`src/rtl/stereo_gray_pkg.sv`:
```
// stereo_gray_pkg: conversion modes, RGB component ordering and luma coefficient helper
package stereo_gray_pkg;
  typedef enum logic [1:0] {
    GRAY_YUV422 = 2'd0,
    GRAY_RGB    = 2'd1,
    GRAY_CH_SEL = 2'd2
  } gray_mode_t;
  localparam int RGB_G_IDX = 0;
  localparam int RGB_B_IDX = 1;
  localparam int RGB_R_IDX = 2;
  // G absorbs the rounding error of R and B so the weights always sum to 2**coef_w
  function automatic int gray_coef(input int coef_w, input int idx);
    int r;
    int b;
    r = (299 * (1 << coef_w) + 500) / 1000;
    b = (114 * (1 << coef_w) + 500) / 1000;
    return idx == RGB_R_IDX ? r : idx == RGB_B_IDX ? b : (1 << coef_w) - r - b;
  endfunction
endpackage

```
`src/rtl/gray_px_luma.sv`:
```
// gray_px_luma: one pixel of the two-stage luma pipeline (S1 weighted products, S2 sum/shift)
// PIXEL_TO_GRAY_ROUND_EN selects round-half-up instead of truncation in S2
module gray_px_luma
  import stereo_gray_pkg::*;
#(
  parameter int DATA_WIDTH = 8,
  parameter int COEF_W     = 8
) (
  input  logic                  aclk,
  input  logic                  areset,
  input  logic                  s1_en_i,
  input  logic                  s2_en_i,
  input  gray_mode_t            mode_i,
  input  logic [DATA_WIDTH-1:0] r_i,
  input  logic [DATA_WIDTH-1:0] g_i,
  input  logic [DATA_WIDTH-1:0] b_i,
  input  logic [DATA_WIDTH-1:0] sel_i,
  output logic [DATA_WIDTH-1:0] gray_o
);
  localparam int PW = DATA_WIDTH + COEF_W;
  localparam int SW = PW + 1;
  localparam logic [PW-1:0] CR = PW'(gray_coef(COEF_W, RGB_R_IDX));
  localparam logic [PW-1:0] CG = PW'(gray_coef(COEF_W, RGB_G_IDX));
  localparam logic [PW-1:0] CB = PW'(gray_coef(COEF_W, RGB_B_IDX));
`ifdef PIXEL_TO_GRAY_ROUND_EN
  localparam logic [SW-1:0] RND = SW'(1) << (COEF_W - 1);
`else
  localparam logic [SW-1:0] RND = '0;
`endif
  logic [PW-1:0] pr_q, pr_d, pg_q, pg_d, pb_q, pb_d;
  logic [DATA_WIDTH-1:0] gray_q, gray_d;
  // non-RGB modes pre-scale the component so S2 is mode-independent
  always_comb begin
    pr_d   = mode_i == GRAY_RGB ? PW'(r_i) * CR : PW'(sel_i) << COEF_W;
    pg_d   = mode_i == GRAY_RGB ? PW'(g_i) * CG : '0;
    pb_d   = mode_i == GRAY_RGB ? PW'(b_i) * CB : '0;
    gray_d = DATA_WIDTH'((SW'(pr_q) + SW'(pg_q) + SW'(pb_q) + RND) >> COEF_W);
  end
  always_ff @(posedge aclk or posedge areset) begin
    if (areset) begin
      {pr_q, pg_q, pb_q, gray_q} <= '0;
    end else begin
      if (s1_en_i) {pr_q, pg_q, pb_q} <= {pr_d, pg_d, pb_d};
      if (s2_en_i) gray_q <= gray_d;
    end
  end
  assign gray_o = gray_q;
endmodule

```
`src/rtl/pixel_to_gray_conv.sv`:
```
// pixel_to_gray_conv: PPC-wide YUV422/RGB/channel-select to grayscale AXI4-Stream elastic pipeline
// PIXEL_TO_GRAY_ROUND_EN enables rounding of the RGB luma sum (truncation otherwise)
module pixel_to_gray_conv
  import stereo_gray_pkg::*;
#(
  parameter int DATA_WIDTH = 8,
  parameter int PPC        = 4,
  parameter int COEF_W     = 8
) (
  input  logic                      aclk,
  input  logic                      areset,
  input  logic [1:0]                mode_i,
  input  logic [DATA_WIDTH*PPC*3-1:0] s_axis_pix_tdata,
  input  logic                      s_axis_pix_tuser,
  input  logic                      s_axis_pix_tlast,
  input  logic                      s_axis_pix_tvalid,
  output logic                      s_axis_pix_tready,
  output logic [DATA_WIDTH*PPC-1:0] m_axis_gray_tdata,
  output logic                      m_axis_gray_tuser,
  output logic                      m_axis_gray_tlast,
  output logic                      m_axis_gray_tvalid,
  input  logic                      m_axis_gray_tready,
  output logic [1:0]                frame_mode_o
);
  gray_mode_t frame_mode_q, frame_mode_d, beat_mode;
  logic s1_valid_q, s1_valid_d, s1_user_q, s1_user_d, s1_last_q, s1_last_d;
  logic s2_valid_q, s2_valid_d, s2_user_q, s2_user_d, s2_last_q, s2_last_d;
  logic s1_load, s2_load, s2_en, accept;
  always_comb begin
    s2_load           = !s2_valid_q || m_axis_gray_tready;
    s1_load           = !s1_valid_q || s2_load;
    s_axis_pix_tready = !areset && s1_load;
    accept            = s_axis_pix_tvalid && s_axis_pix_tready;
    s2_en             = s2_load && s1_valid_q;
    beat_mode         = accept && s_axis_pix_tuser
                        ? (mode_i == 2'd3 ? GRAY_YUV422 : gray_mode_t'(mode_i)) : frame_mode_q;
    frame_mode_d      = beat_mode;
    s1_valid_d        = s1_load ? accept : s1_valid_q;
    s1_user_d         = accept ? s_axis_pix_tuser : s1_user_q;
    s1_last_d         = accept ? s_axis_pix_tlast : s1_last_q;
    s2_valid_d        = s2_load ? s1_valid_q : s2_valid_q;
    s2_user_d         = s2_en ? s1_user_q : s2_user_q;
    s2_last_d         = s2_en ? s1_last_q : s2_last_q;
  end
  always_ff @(posedge aclk or posedge areset) begin
    if (areset) begin
      frame_mode_q <= GRAY_YUV422;
      {s1_valid_q, s1_user_q, s1_last_q, s2_valid_q, s2_user_q, s2_last_q} <= '0;
    end else begin
      frame_mode_q <= frame_mode_d;
      {s1_valid_q, s1_user_q, s1_last_q} <= {s1_valid_d, s1_user_d, s1_last_d};
      {s2_valid_q, s2_user_q, s2_last_q} <= {s2_valid_d, s2_user_d, s2_last_d};
    end
  end
  for (genvar p = 0; p < PPC; p++) begin : g_px
    logic [DATA_WIDTH-1:0] y, c0;
    assign y  = s_axis_pix_tdata[(2*p+1)*DATA_WIDTH +: DATA_WIDTH];
    assign c0 = s_axis_pix_tdata[3*p*DATA_WIDTH +: DATA_WIDTH];
    gray_px_luma #(.DATA_WIDTH(DATA_WIDTH), .COEF_W(COEF_W)) u_luma (
      .aclk    (aclk),
      .areset  (areset),
      .s1_en_i (accept),
      .s2_en_i (s2_en),
      .mode_i  (beat_mode),
      .r_i     (s_axis_pix_tdata[(3*p+RGB_R_IDX)*DATA_WIDTH +: DATA_WIDTH]),
      .g_i     (s_axis_pix_tdata[(3*p+RGB_G_IDX)*DATA_WIDTH +: DATA_WIDTH]),
      .b_i     (s_axis_pix_tdata[(3*p+RGB_B_IDX)*DATA_WIDTH +: DATA_WIDTH]),
      .sel_i   (beat_mode == GRAY_YUV422 ? y : c0),
      .gray_o  (m_axis_gray_tdata[p*DATA_WIDTH +: DATA_WIDTH])
    );
  end
  assign m_axis_gray_tvalid = s2_valid_q;
  assign m_axis_gray_tuser  = s2_user_q;
  assign m_axis_gray_tlast  = s2_last_q;
  assign frame_mode_o       = frame_mode_q;
endmodule

```
`config.mk`:
```
export PLATFORM = sky130hd
export DESIGN_NAME = pixel_to_gray_conv
export DESIGN_NICKNAME = d
export VERILOG_FILES = /design/src/rtl/stereo_gray_pkg.sv /design/src/rtl/gray_px_luma.sv /design/src/rtl/pixel_to_gray_conv.sv
export SDC_FILE = /design/constraint.sdc
export NUM_CORES = 1
export LEC_CHECK = 0
export CAP_MARGIN = 10
export CORE_ASPECT_RATIO = 0.9
export CORE_MARGIN = 1.5
export CORE_UTILIZATION = 43
export CTS_BUF_LIST = sky130_fd_sc_hd__clkbuf_2
export CTS_CLUSTER_DIAMETER = 120
export DETAILED_ROUTE_END_ITERATION = 12
export GPL_ROUTABILITY_DRIVEN = 0
export HOLD_SLACK_MARGIN = 0.02
export PLACE_DENSITY = 0.67
export SYNTH_ARGS = -nofsm -noshare
export SYNTH_HDL_FRONTEND = slang
export SYNTH_SLANG_ARGS = --single-unit
```
`constraint.sdc`:
```
create_clock -name aclk -period 23.7 [get_ports aclk]
set_input_delay 5.925 -clock aclk [delete_from_list [all_inputs] [get_ports aclk]]
set_output_delay 5.925 -clock aclk [all_outputs]
set_load 0.05 [all_outputs]
```
After elaboration in Yosys (flattened, before gate mapping)
Cells that the tools add are included.

Bits in registers: 232. Output and inout bits: 38.

Reductions and logical operators: 10. Eq/ne operators: 2. $add $sub $neg: 8. Muxes and demuxes: 17. Multiply operators: 12.

Operators with widths (count): 16-bit adder (8); 16-bit 2-to-1 mux (8); 8-bit by 7-bit multiplier with 15-bit output (second input constant) (8); 8-bit by 5-bit multiplier with 13-bit output (second input constant) (4); 13-bit 2-to-1 mux (4); 8-bit 2-to-1 mux (3); 1-bit logical AND (4); 2-bit 2-to-1 mux (2); 1-bit zero test (3); 2-bit by 1-bit == test with 1-bit output (second input constant) (1); 2-bit == test (second input constant) (1); 2-bit zero test (1); 1-bit logical OR (2).

Longest topological paths before layout
Word-level depth: 10. Gate-level depth with buffers: 14. Gate-level depth less buffers: 14.

Modules after synthesis
Synthesis repeated with hierarchy kept, for this count alone.

Cell total of the unflattened synthesis: 2399. Area total of the unflattened synthesis: 23392.4 µm².

By module, submodules not included: gray_px_luma (g_px[0].u_luma) (times used 1, sequential area each 1301.2 µm², area each 5599.1 µm², cells an instance 581); gray_px_luma (g_px[2].u_luma) (times used 1, sequential area each 1301.2 µm², area each 5457.7 µm², cells an instance 539); gray_px_luma (g_px[3].u_luma) (times used 1, sequential area each 1301.2 µm², area each 5451.5 µm², cells an instance 537); gray_px_luma (g_px[1].u_luma) (times used 1, sequential area each 1301.2 µm², area each 5418.9 µm², cells an instance 534); pixel_to_gray_conv (times used 1, sequential area each 200.2 µm², area each 1465.2 µm², cells an instance 208).

Least setup slack after synthesis
Ideal clock, no wire load.

Path kind: in2out. From: in areset. To: out s_axis_pix_tready. Path buffers: 0. Cell stages on the path: 2. Required time: 17.775 ns. Arrival time: 11.232 ns. Slack: 6.543 ns. Cell sequence: inv_1 > and2_1.

Longest elaborated chain between the ends: 2.

RTL lines: from (decl) (RTL line pixel_to_gray_conv.sv:11) `input logic areset,`; 1-bit zero test (no line); 1-bit logical AND (RTL line pixel_to_gray_conv.sv:32) `s_axis_pix_tready = !areset && s1_load;`; to (decl) (RTL line pixel_to_gray_conv.sv:17) `output logic s_axis_pix_tready,`.

Every way passes these cells.

Final worst setup path
Ends and elaborated chain as after synthesis.

==> impl_metrics.json <==
{
  "cts.sinks": 216,
  "hp-start": "g_px[1].u_luma.gray_o[4]$_DFFE_PP0P_",
  "synthAdderAreaFrac_pct": 39.60,
  "crit_fanout": 116,
  "fp.dieH_um": 217.4,
  "cts.path.max_buffers": 3,
  "avgSynthCellArea_um2": 9.702,
  "insertion_delay_ps": 1040,
  "clock.fmax_mhz": 70.96,
  "track_usage_pct": 21.50,
  "clockRootBuffer": "clkbuf_2",
  "nets": 3126,
  "r2r-start": "g_px[2].u_luma.pb_q[5]$_DFFE_PP0P_",
  "power_leakage_nw": 12.55,
  "port_buffers": 141,
  "synthSimpleGateAreaFrac_pct": 11.14,
  "layout_common_cells": "452 x ha_1, 269 x nand2_1, 229 x inv_1",
  "power_mw": 1.929,
  "wirelength_um": 54670,
  "min_to": "g_px[1].u_luma.gray_o[4]$_DFFE_PP0P_",
  "synth_compound_area_share_pct": 14.13,
  "cts_tree": "built",
  "drc": 0,
  "synth_mux_area_share_pct": 0.5696,
  "final_common_cell": "ha_1",
  "worstRegToRegCells": 9,
  "min_period_ps": 14090,
  "endpoint_kind": "primary output",
  "initial_utilization_pct": 43.53,
  "fin_skew_ps": 90.84,
  "core_um2": 50460,
  "cts_buffers": 61,
  "startpoint_type": "primary input",
  "cp.required_ps": 17780,
  "clk_pin_slew_ps": 80,
  "io_pins": 142,
  "dr.pass1.iters": 5,
  "hold_path_class": "register to register",
  "ys.flop_type": "dfrtp_1",
  "max_slew_margin_pct": 21.69,
  "postCtsSetupBuffers": 0,
  "cts-htree-levels": 2,
  "setup_viol": 0,
  "drive_above_1_share_pct": 6.052,
  "overflow": 0,
  "worstPathArrival_ps": 8170,
  "fin_area_um2": 24660,
  "hold_viol": 0,
  "crit_type": "primary input to primary output",
  "layout-area-overhead-vs-synth_pct": 12.28,
  "ys_types": 75,
  "ctsHoldBuffers": 0,
  "synth_top_family_by_area": "adder cells",
  "status": "finished, final reports clean",
  "rrSetupSlack_ps": 20520,
  "syn-cell-area_um2": 21960,
  "synth-async-reset-ratio_pct": 100.0,
  "holdPathStages": 2,
  "cts_resized": 0,
  "via_per_inst": 5.418,
  "synth_xor_area_share_pct": 4.944,
  "yosysSeqAreaShare_pct": 24.61,
  "antenna_found_initial": 4,
  "ir_drop_uv": 40.69,
  "tightest_slew_ps": 1152,
  "synth_edf_count": 0,
  "dpl.hpwl_um": 42720,
  "grt_pass1_vias": 17520,
  "ys_ff_latch": 216,
  "yosysTopAreaCell": "ha_1",
  "vias": 17030,
  "r2r-end": "g_px[2].u_luma.gray_o[6]$_DFFE_PP0P_",
  "grt_pass1_wl_um": 89790,
  "synth_warnings": 0,
  "grt_setup_unrepaired": "false",
  "tns_ps": 0,
  "synthesis.instances": 2264,
  "postRouteAntennaNets": 0,
  "drt_iter0_drc": 892,
  "slew_violations": 0,
  "grt_max_degree": 117,
  "die_width_um": 241.2,
  "wl_per_cell_um": 17.39,
  "design.die.area_um2": 52450,
  "yosys-top-cells-area": "ha_1 26%, dfrtp_1 25%, fa_1 14%, nand2_1 4.6%, inv_1 3.9%",
  "regArea_um2": 5405,
  "syn_nets": 2972,
  "place_area_um2": 24110,
  "finalCritPeriodShare_pct": 59.46,
  "multi_input_area_um2": 15490,
  "cap_violations": 0,
  "rows": 78,
  "power_density_nw_per_um2": 78.20,
  "synth.top_cell.area_share_pct": 25.75,
  "n_fill_cell": 4715
}
[final cells by class]
type,count,share of cell area [%]
timing repair buffer,152,6.058
inverter,230,3.531
multi-input combinational,1757,62.81
clock buffer,87,1.766
clock inverter,20,0.4515
tap,680,3.450
antenna,2,0.02029
sequential,216,21.92
[kinds of logic (layout without fill, tap and decap cells)]
kind of cell,after synthesis,after routing
flops,216,216
fa+ha+maj,604,604
xor+xnor,124,124
buf+inv,291,489
other cells,0,2
simple gates,555,555
compound gates,463,463
mux,11,11
[report_power, final]
part           switching [mW]  internal, mW  total (mW)
registers              0.0695         0.448       0.517
logic                   0.662         0.466        1.13
clock network           0.173         0.111       0.284
[worst max-delay path: stages]
cell and delay (ps):
clkdlybuf4s50_1 500, inv_8 600, and2_1 300, clkdlybuf4s50_1 830
[cell usage after synthesis, types with 11 or more instances]
cell type	count
a21o_1	33
o21a_1	20
o41ai_1	11
o31ai_1	45
nor2b_1	19
a21oi_1	93
o21ai_0	124
xor2_1	59
clkbuf_1	46
fa_1	152
nand2_1	271
nor3_1	38
o21bai_1	11
nor2_1	95
xnor2_1	65
inv_1	230
a221oi_1	15
nand3_1	69
nand2b_1	12
and3_1	12
a211oi_1	13
dfrtp_1	216
ha_1	452
[through the flow]
stage / hold slack [ps] / worst slack (ps) / util, % / std cells
floorplan: 437.8 / 6543 / - / 2264
global placement: 453.1 / 9500 / 47.79 / 3035
detailed placement: 460.1 / 9517 / 47.79 / 3035
CTS: 484.4 / 9513 / 48.87 / 3142
global route: 518.9 / 9387 / 48.88 / 3144
finish: 479.5 / 9608 / 48.88 / 3144
[registers in the layout, indices dropped and copies added (netlist names)]
name / cells
s1_last_q: 1
g_px.u_luma.pr_q: 64
g_px.u_luma.pg_q: 60
m_axis_gray_tuser: 1
s1_user_q: 1
m_axis_gray_tvalid: 1
g_px.u_luma.gray_o: 32
m_axis_gray_tlast: 1
g_px.u_luma.pb_q: 52
s1_valid_q: 1
frame_mode_o: 2
[worst max path at each step]
stage	startpoint	endpoint	slack, ps	cells past startpoint
2_1_floorplan	areset	s_axis_pix_tready	6540	2
3_3_place_gp	areset	s_axis_pix_tready	9500	4
3_5_place_dp	areset	s_axis_pix_tready	9520	4
4_1_cts	areset	s_axis_pix_tready	9510	4
5_1_grt	areset	s_axis_pix_tready	9390	4
6_report	areset	s_axis_pix_tready	9610	4
[routing by layer]
| metal | vias up | track usage [%] | part of all wire [%] |
|---|---|---|---|
| met1 | 8303 | 29.91 | 47 |
| met4 | 2 | 6.438 | 2.3 |
| met2 | 387 | 35.00 | 46 |
| met3 | 94 | 2.595 | 4.6 |
| li1 | 8247 | - | - |
| met5 | - | 0 | 0.024 |
Note: power is estimated with default switching activity, not from simulation.
